$ cat src/rtl/pipe_pkg.sv
`default_nettype none
// ============================================================================
// Module      : pipe_pkg
// Description : Shared game-state encoding and default playfield geometry
//               for the scrolling pipe generator.
// Revision    : 1.0 - initial release
// ============================================================================
package pipe_pkg;

  // Default playfield geometry and pacing
  localparam int C_COLS     = 16;
  localparam int C_ROWS     = 16;
  localparam int C_GAP      = 4;
  localparam int C_SPACING  = 6;
  localparam int C_BIRD_COL = 3;

  // Game state, explicitly 2-bit encoded
  typedef enum logic [1:0] {
    ST_IDLE   = 2'd0,
    ST_RUN    = 2'd1,
    ST_FROZEN = 2'd2
  } state_t;

endpackage : pipe_pkg
`default_nettype wire

$ cat src/rtl/pipe_generator_gap_mapper.sv
`default_nettype none
// ============================================================================
// Module      : gap_mapper
// Description : Folds a 4-bit random nibble onto a legal gap top row so the
//               gap never touches row 0 or the bottom row.
// Revision    : 1.0 - initial release
// ============================================================================
module gap_mapper #(
  parameter int ROWS = 16,
  parameter int GAP  = 4
) (
  input  logic [3:0] i_rnd_nib,
  output logic [3:0] o_gap_top
);

  localparam int MAX_TOP = ROWS - GAP - 1;

  // 0 would expose row 0, values above MAX_TOP would reach the bottom row;
  // both are folded back into the legal window.
  always_comb begin
    o_gap_top = i_rnd_nib;
    if (i_rnd_nib == 4'd0) begin
      o_gap_top = 4'd1;
    end else if (int'(i_rnd_nib) > MAX_TOP) begin
      o_gap_top = i_rnd_nib - 4'd8;
    end
  end

endmodule : gap_mapper
`default_nettype wire

$ cat src/rtl/pipe_generator.sv
`default_nettype none
// ============================================================================
// Module      : pipe_generator
// Description : Scrolls a pipe playfield one column left per Tick, spawning a
//               pipe column with a random gap every SPACING ticks and pulsing
//               Pass when a pipe reaches the bird column.
// Revision    : 1.0 - initial release
// ============================================================================
module pipe_generator
  import pipe_pkg::*;
#(
  parameter int COLS     = C_COLS,
  parameter int ROWS     = C_ROWS,
  parameter int GAP      = C_GAP,
  parameter int SPACING  = C_SPACING,
  parameter int BIRD_COL = C_BIRD_COL
) (
  input  logic                       Clock,
  input  logic                       Reset,
  input  logic                       Start,
  input  logic                       Stop,
  input  logic                       Tick,
  input  logic [15:0]                Rnd,
  output logic [ROWS-1:0][COLS-1:0]  Grid,
  output logic                       Running,
  output logic                       Pass,
  output logic [3:0]                 GapTop
);

  localparam int CNT_W = (SPACING > 1) ? $clog2(SPACING) : 1;

  state_t                      r_state;
  state_t                      w_state_nxt;
  logic [ROWS-1:0][COLS-1:0]   r_grid;
  logic [ROWS-1:0][COLS-1:0]   w_grid_nxt;
  logic [CNT_W-1:0]            r_cnt;
  logic [3:0]                  r_gap_top;
  logic                        r_pass;
  logic [3:0]                  w_gap_top;
  logic                        w_shift;
  logic                        w_spawn;
  logic                        w_clear;
  logic                        w_bird_hit;
  logic                        w_rnd_unused;

  // Only the low nibble of the LFSR word drives the gap position
  assign w_rnd_unused = ^Rnd[15:4];

  gap_mapper #(
    .ROWS (ROWS),
    .GAP  (GAP)
  ) u_gap_mapper (
    .i_rnd_nib (Rnd[3:0]),
    .o_gap_top (w_gap_top)
  );

  // Stop has priority over Tick, so a collision cycle never scrolls
  assign w_shift = (r_state == ST_RUN) && !Stop && Tick;
  assign w_spawn = (r_cnt == CNT_W'(SPACING - 1));
  assign w_clear = (r_state != ST_RUN) && Start;

  // State register
  always_ff @(posedge Clock) begin
    if (Reset) begin
      r_state <= ST_IDLE;
    end else begin
      r_state <= w_state_nxt;
    end
  end

  // Next-state decode
  always_comb begin
    w_state_nxt = r_state;
    case (r_state)
      ST_IDLE:   if (Start) w_state_nxt = ST_RUN;
      ST_RUN:    if (Stop)  w_state_nxt = ST_FROZEN;
      ST_FROZEN: if (Start) w_state_nxt = ST_RUN;
      default:   w_state_nxt = ST_IDLE;
    endcase
  end

  // State-derived outputs
  always_comb begin
    Running = (r_state == ST_RUN);
  end

  // Shifted playfield with the incoming right-hand column appended
  always_comb begin
    w_grid_nxt = '0;
    for (int r = 0; r < ROWS; r++) begin
      for (int c = 0; c < COLS - 1; c++) begin
        w_grid_nxt[r][c] = r_grid[r][c + 1];
      end
      w_grid_nxt[r][COLS - 1] = w_spawn &&
          !((r >= int'(w_gap_top)) && (r < int'(w_gap_top) + GAP));
    end
  end

  // A pipe column always has solid rows, so any set bit marks its arrival
  always_comb begin
    w_bird_hit = 1'b0;
    for (int r = 0; r < ROWS; r++) begin
      w_bird_hit = w_bird_hit | w_grid_nxt[r][BIRD_COL];
    end
  end

  // Playfield, spawn pacing, gap register and score pulse
  always_ff @(posedge Clock) begin
    if (Reset) begin
      r_grid    <= '0;
      r_cnt     <= '0;
      r_gap_top <= '0;
      r_pass    <= 1'b0;
    end else begin
      r_pass <= 1'b0;
      if (w_clear) begin
        r_grid <= '0;
        r_cnt  <= '0;
      end else if (w_shift) begin
        r_grid <= w_grid_nxt;
        r_pass <= w_bird_hit;
        if (w_spawn) begin
          r_cnt     <= '0;
          r_gap_top <= w_gap_top;
        end else begin
          r_cnt <= r_cnt + CNT_W'(1);
        end
      end
    end
  end

  assign Grid   = r_grid;
  assign Pass   = r_pass;
  assign GapTop = r_gap_top;

endmodule : pipe_generator
`default_nettype wire

$ cat config.mk
export PLATFORM = sky130hd
export DESIGN_NAME = pipe_generator
export DESIGN_NICKNAME = d
export VERILOG_FILES = /design/src/rtl/pipe_pkg.sv /design/src/rtl/pipe_generator_gap_mapper.sv /design/src/rtl/pipe_generator.sv
export SDC_FILE = /design/constraint.sdc
export NUM_CORES = 1
export LEC_CHECK = 0
export BUFFER_PORTS_ARGS = -buffer_cell sky130_fd_sc_hd__buf_2
export CORE_MARGIN = 2
export CORE_UTILIZATION = 40
export DETAILED_ROUTE_END_ITERATION = 10
export PLACE_DENSITY = 0.71
export SYNTH_ARGS = -nofsm -noshare
export SYNTH_HDL_FRONTEND = slang
export SYNTH_SLANG_ARGS = --single-unit
$ cat constraint.sdc
create_clock -name Clock -period 1.27 [get_ports Clock]
set_input_delay 0 -clock Clock [delete_from_list [all_inputs] [get_ports Clock]]
set_output_delay 0 -clock Clock [all_outputs]
set_load 0.05 [all_outputs]
==> metrics.md, run 1 <==
| Metric | Value |
|---|---|
| Crit path depth | 6 |
| Synth area leader | dfxtp_1 |
| Latest clock arrival within the worst-skew pair | 0.54 ns |
| WHS | 0.2755 ns |
| Core area | 27100 sq um |
| Placer Congestion | 0.8221 |
| Initial core utilization | 40.86% |
| Critical Path RT | 1.72 ns |
| CP max FO | 5 |
| Largest family of logic cells by synthesized area | buffers and inverters |
| Crit path max-delay family | buffers and inverters |
| Antenna-violating nets left | 0 |
| Clock slew at reported path FFs | 0.06 ns |
| CTS tree | yes |
| Fillers | 2603 |
| Clock sinks | 266 |
| Die Span Y | 170.4 um |
| Setup violators final | 276 |
| Final HPWL DP | 20140 um |
| Routed WL per cell | 16.30 um |
| Tmin final | 1.440 ns |
| Initial DRC Count | 622 |
| Drt pass-1 iters | 5 |
| Setup crit start kind | flop |
| Reg2Reg Depth | 6 |
| Syn_area_per_cell | 7.854 sq um |
| Die width | 170.4 um |
| DR vias/cell | 4.846 |
| Global-route wire length before repair | 44270 um |
| # DRC | 0 |
| CP peak stage delay | 0.36 ns |
| CTS Buf Count | 29 |
| Drt total wl | 30400 um |
| Initial antenna violation count | 0 |
| Status | complete, but fails checks |
| Mux cell area share after synthesis | 0.1808% |
| Global Route Usage Sum | 19.07% |
| Die ar. | 29030 sq um |
| Mapped Area | 11070 sq um |
| Crit path kind | flop to flop |
| Total gr overflow | 0 |
| Setup_tns | -22.98 ns |
| Yosys cell types | 32 |
| Max-cap violations | 0 |
| Top post-synthesis cells by area | dfxtp_1, nand2_1, buf_4, a21oi_1, buf_2 |
| Pwr dens | 1359 nW/um^2 |
| Worst Hold Depth | 3 |
| Hold violation total from the final report | 0 |
| H-Tree Depth | 1 |
| Worst path cell trace | and4bb_4, buf_6, clkbuf_16, buf_12, nand2_4, a21oi_2 |
| Vias in the first global route | 8112 |
| Failing checks | setup timing |
| Layout cells sized above 1 | 31.61% |
| Cells after synthesis | 1410 |
| Pleak | 5.265 nW |
| Arrival time at the worst endpoint | 1.89 ns |
| DP Area | 11370 sq um |
| IR Drop Worst-Case VDD | 0.8406 mV |
| Hold Crit Class | input port to flop |
| Post-Synth XOR/XNOR Area | 0.07909% |
| Synth Area in Adders | 0% |
| CTS Buffer Depth | 3 |
| Via count | 9037 |
| I/O pin count | 283 |
| Final Skew | 0.007618 ns |
| Top-area cell type share of the netlist area | 48.08% |
| Compound-cell area share of the yosys netlist | 12.61% |
| Synth Area in Simple Gates | 18.94% |
| Crit end category | flop |
| Slowest-stage cell, CP | dfxtp_4 |
| Peak Freq | 0.6946 GHz |
| Final instance area | 13120 sq um |
| Seq/Total Area, Yosys | 48.08% |
| CP bufs+invs | 3 |
| Clock root cell | clkbuf_16 |
| Relative slew slack | 69.97% |
| RSZ-0062 raised after global routing | true |
| Syn-to-layout area delta | 18.46% |
| Final #Nets | 1493 |
| Syn_nets | 1431 |
| Antenna diodes | 0 |
| Ys Warns | 0 |
| Slew Viols, Final | 0 |
| Port-buffer cells | 270 |
| Final period util | 113.4% |
| Worst Setup Slack, final | -0.1697 ns |
| Pin count of the biggest net entering global routing | 72 |
| Num rows | 60 |
| FF+latch count, synth | 266 |
| Worst-Margin Slew | 0.4464 ns |
==> metrics by stage <==
step	setup WS [ns]	utilization [%]	std cells	power, mW
2_1_floorplan	0.002967	-	1410	8.881
4_1_cts	-0.1420	46.87	1858	17.89
5_1_grt	-0.2171	48.41	1865	18.35
6_report	-0.1697	48.41	1865	17.83
3_3_place_gp	-0.1147	41.96	1788	9.086
3_5_place_dp	-0.1656	41.96	1788	9.089
==> Yosys cell counts <==
library cell  number
nand2_1          501
dfxtp_1          266
a21oi_1          256
buf_4            250
buf_2             43
clkbuf_1          27
nor2_1            19
buf_1              7
a22oi_1            5
nor3_1             4
nor4_1             4
a211oi_1           2
a32oi_1            2
inv_1              2
mux2i_1            2
nand2b_1           2
o211ai_1           2
or3_1              2
a21o_1             1
a2bb2oi_1          1
a311oi_1           1
and3b_1            1
and4_1             1
and4bb_1           1
nand3_1            1
nand3b_1           1
nand4b_1           1
nand4bb_1          1
nor2_2             1
nor2b_1            1
o21ai_0            1
xnor2_1            1
==> report_power, final <==
part,switching [mW],total [mW],internal (mW)
Sequential,0.00525,8.35,8.35
Combinational,0.461,0.708,0.246
Clock,3.42,8.77,5.35
==> routing by layer <==
| layer | GRT usage, % | wire, um | vias up |
|---|---|---|---|
| li1 | - | - | 4414 |
| met3 | 4.465 | 2239 | 58 |
| met4 | 5.760 | 745 | 0 |
| met5 | 0 | 0 | - |
| met1 | 25.56 | 13180 | 4228 |
| met2 | 30.51 | 14230 | 337 |
==> flip-flops by register name, summed over array words and instances, names as in the netlist <==
register	count
GapTop	4
Pass	1
r_state	2
Grid	256
r_cnt	3
==> layout by cell type (no fill, tap or decap), types with 6 or more instances in the layout <==
cell | netlist | layout
a21oi_1 | 256 | 212
a21oi_2 | 0 | 44
buf_12 | 0 | 15
buf_2 | 43 | 267
buf_4 | 250 | 37
buf_6 | 0 | 16
clkbuf_16 | 0 | 34
clkbuf_8 | 0 | 10
clkinv_2 | 0 | 6
dfxtp_1 | 266 | 263
dlygate4sd3_1 | 0 | 8
nand2_1 | 501 | 483
nand2_2 | 0 | 13
nor2_1 | 19 | 19
==> path summary, 6_finish.rpt <==
| path | from | end | slack [ns] |
|---|---|---|---|
| min | Reset | GapTop[2] | 0.28 |
| min reg2reg | Grid[208] | Grid[208] | 0.45 |
| max reg2reg | r_state[1] | Grid[213] | -0.17 |
| max | r_state[1] | Grid[213] | -0.17 |
==> worst min-delay path, cell delays in order <==
cell and delay [ns]:
dlygate4sd3_1 0.52, buf_2 0.20, a21oi_2 0.04
==> cell type report <==
class	count	area [sq um]	share of cell area, %
multi-input cells	816	3824	29.15
clock buffers	42	874.6	6.667
clock inverters	10	128.9	0.9824
inverters	2	10.01	0.07630
repair buffers	357	2485	18.94
well taps	372	465.4	3.548
flip-flops and latches	266	5331	40.64
==> kinds of logic after synthesis <==
| logic type | after synthesis |
|---|---|
| and+or+nand+nor | 541 |
| buffers and inverters | 329 |
| AOI/OAI and AO/OA | 271 |
| DFF | 266 |
| muxes | 2 |
| xor gates and xnor gates | 1 |
==> timing repair <==
action,in CTS,in global routing
gates resized for setup,33,83
pin swaps,3,15
endpoints found under the hold margin,16,0
buffers inserted,8,3
hold buffers,8,0
cloned,3,6
endpoints found under the setup margin,291,298
Power figures use the tool's default switching activity.
==> run 2, diff against run 1 <==
- CTS_BUF_LIST: default -> sky130_fd_sc_hd__clkbuf_2
==> run 2 against run 1 <==
Compared with the run above: the run still ends with setup timing left; combinational power is 74% higher; sequential share of layout area is 11 points lower; register-to-register slack worse by 0.47 ns; setup slack worse by 0.47 ns; cell count is 19% higher; clock-buffer cell count is 63 higher; design area is 49% higher; sequential cell count stayed put; die area stayed put; critical endpoint is now Grid[231]; largest power group is now registers.
==> metrics.md, run 2 (synthesized netlist as in run 1, its figures left out) <==
| Metric | Value |
|---|---|
| M1 WL | 17950 um (was 13180 um) |
| Max-cap violations | 0 (unchanged) |
| Fillers | 1622 (was 2603) |
| Clock sinks | 266 (unchanged) |
| Area of the multi-input gates | 4382 sq um (was 3824 sq um) |
| Critical Path RT | 2.01 ns (was 1.72 ns) |
| Final Skew | 0.08619 ns (was 0.007618 ns) |
| Setup violators final | 526 (was 276) |
| Via count | 12009 (was 9037) |
| CTS Buffer Depth | 3 (unchanged) |
| Vias in the first global route | 11332 (was 8112) |
| Global-route wire length before repair | 63000 um (was 44270 um) |
| Status | complete, but fails checks (unchanged) |
| WHS | 0.09921 ns (was 0.2755 ns) |
| Drt total wl | 51240 um (was 30400 um) |
| Most common cell after layout, fill and taps aside | nand2_1 (unchanged) |
| Clock root cell | clkbuf_2 (was clkbuf_16) |
| Antenna-violating nets left | 0 (unchanged) |
| Die Span Y | 170.4 um (unchanged) |
| R2r setup slk | -0.64 ns (was -0.17 ns) |
| Drt pass-1 iters | 6 (was 5) |
| Worst-Margin Slew | 0.4679 ns (was 0.4464 ns) |
| Port-buffer cells | 270 (unchanged) |
| Final HPWL DP | 20140 um (unchanged) |
| Setup crit start kind | flop (unchanged) |
| R2R Path End | Grid[231] (was Grid[213]) |
| Most frequent cells in the layout | nand2_1, buf_8, buf_4 (was nand2_1, buf_2, dfxtp_1) |
| Die ar. | 29030 sq um (unchanged) |
| Crit end category | flop (unchanged) |
| Initial DRC Count | 1142 (was 622) |
| Latest clock arrival within the worst-skew pair | 0.88 ns (was 0.54 ns) |
| Global Route Usage Sum | 28.17% (was 19.07%) |
| Top Layer Used | met4 (unchanged) |
| Total gr overflow | 0 (unchanged) |
| Num rows | 60 (unchanged) |
| Hold violation total from the final report | 0 (unchanged) |
| Layout cells sized above 1 | 64.84% (was 31.61%) |
| # DRC | 0 (unchanged) |
| Pwr dens | 831.3 nW/um^2 (was 1359 nW/um^2) |
| Pin count of the biggest net entering global routing | 48 (was 72) |
| RSZ-0062 raised after global routing | true (unchanged) |
| CP endpoint | Grid[231] (was Grid[213]) |
| Final instance area | 19500 sq um (was 13120 sq um) |
| Die width | 170.4 um (unchanged) |
| IR Drop Worst-Case VDD | 0.6924 mV (was 0.8406 mV) |
| Reg2Reg Depth | 9 (was 6) |
| Final #Nets | 1820 (was 1493) |
| Crit path kind | flop to flop (unchanged) |
| Tmin final | 1.913 ns (was 1.440 ns) |
| Clock slew at reported path FFs | 0.15 ns (was 0.06 ns) |
| Hold Crit Class | input port to flop (unchanged) |
| Worst Setup Slack, final | -0.6433 ns (was -0.1697 ns) |
| Pleak | 7.931 nW (was 5.265 nW) |
| DP Area | 11370 sq um (unchanged) |
| Final period util | 150.7% (was 113.4%) |
| Initial antenna violation count | 1 (was 0) |
| H-Tree Depth | 3 (was 1) |
| PnR Total Power | 16.21 mW (was 17.83 mW) |
| Sequential Area | 5837 sq um (was 5331 sq um) |
| Relative slew slack | 68.69% (was 69.97%) |
| Arrival time at the worst endpoint | 2.65 ns (was 1.89 ns) |
| Routed WL per cell | 23.09 um (was 16.30 um) |
| CTS Buf Count | 73 (was 29) |
| Initial core utilization | 40.86% (unchanged) |
| Core area | 27100 sq um (unchanged) |
| Slew Viols, Final | 0 (unchanged) |
| DR vias/cell | 5.412 (was 4.846) |
| Placer Congestion | 0.8221 (unchanged) |
| CP max FO | 8 (was 5) |
| Crit path launch | r_state[0] (was r_state[1]) |
| Worst r2r src | r_state[0] (was r_state[1]) |
| Routed met3 length | 4851 um (was 2239 um) |
| Syn-to-layout area delta | 76.10% (was 18.46%) |
| I/O pin count | 283 (unchanged) |
| Failing checks | setup timing (unchanged) |
| Setup_tns | -121.18 ns (was -22.98 ns) |
| Peak Freq | 0.5227 GHz (was 0.6946 GHz) |
| Largest register FFs | 256 (unchanged) |
| CTS tree | yes (unchanged) |
| WL met2 | 24720 um (was 14230 um) |
## run 2: per-layer routing
layer / vias up / track usage, %
li1: 5114 / -
met1: 5719 / 31.33
met2: 869 / 47.76
met3: 307 / 8.326
met4: 0 / 16.61
met5: - / 0
## run 2: where the power goes
part | internal [mW] | switching [mW] | leakage, nW
logic | 0.558 | 0.668 | 5.12
clock network | 2.79 | 4.02 | 0.511
registers | 8.18 | 0.00409 | 2.30
## run 2: layout make-up
cell class                 count  area share, %
clock inverter                17         0.7378
timing repair buffer         639          41.72
tap                          372          2.387
sequential                   266          29.93
clock buffer                 105          2.695
inverter                       2        0.05132
multi-input combinational    817          22.47
antenna                        1        0.01283
## run 2: what timing repair did
action / 4_1_cts / 5_1_grt
setup buffers: 232 / 17
endpoints found under the setup margin: 524 / 526
cloned: 15 / 37
hold buffers: 12 / 0
hold endpoints to repair: 266 / 0
resized for setup: 1161 / 256
pin swaps: 2 / 68
## run 2: per-stage QoR
step / worst slack [ns] / util (%) / cells
final: -0.6433 / 71.96 / 2219
after global placement: -0.1147 / 41.96 / 1788
after CTS: -0.4267 / 65.12 / 2167
after floorplan: 0.002967 / - / 1410
after detailed placement: -0.1656 / 41.96 / 1788
after global routing: -0.6589 / 71.96 / 2219
## run 2: worst max-delay path, cell delays in order, from the launching register on
cell	delay [ns]
dfxtp_2	0.34
buf_4	0.13
buf_6	0.11
buf_4	0.14
nand4bb_4	0.14
buf_12	0.16
buf_12	0.16
clkbuf_16	0.16
nand2_1	0.05
a21oi_1	0.40
## run 2: how the worst min path moves through the flow
stage | end | slack (ns) | cells after the start | startpoint
2_1_floorplan | GapTop[1] | 0.07 | 1 | Reset
3_3_place_gp | GapTop[2] | 0.27 | 2 | Reset
3_5_place_dp | GapTop[3] | 0.30 | 2 | Reset
4_1_cts | r_state[0] | 0.01 | 4 | Start
5_1_grt | r_state[0] | 0.05 | 4 | Start
6_report | r_state[0] | 0.1 | 4 | Start
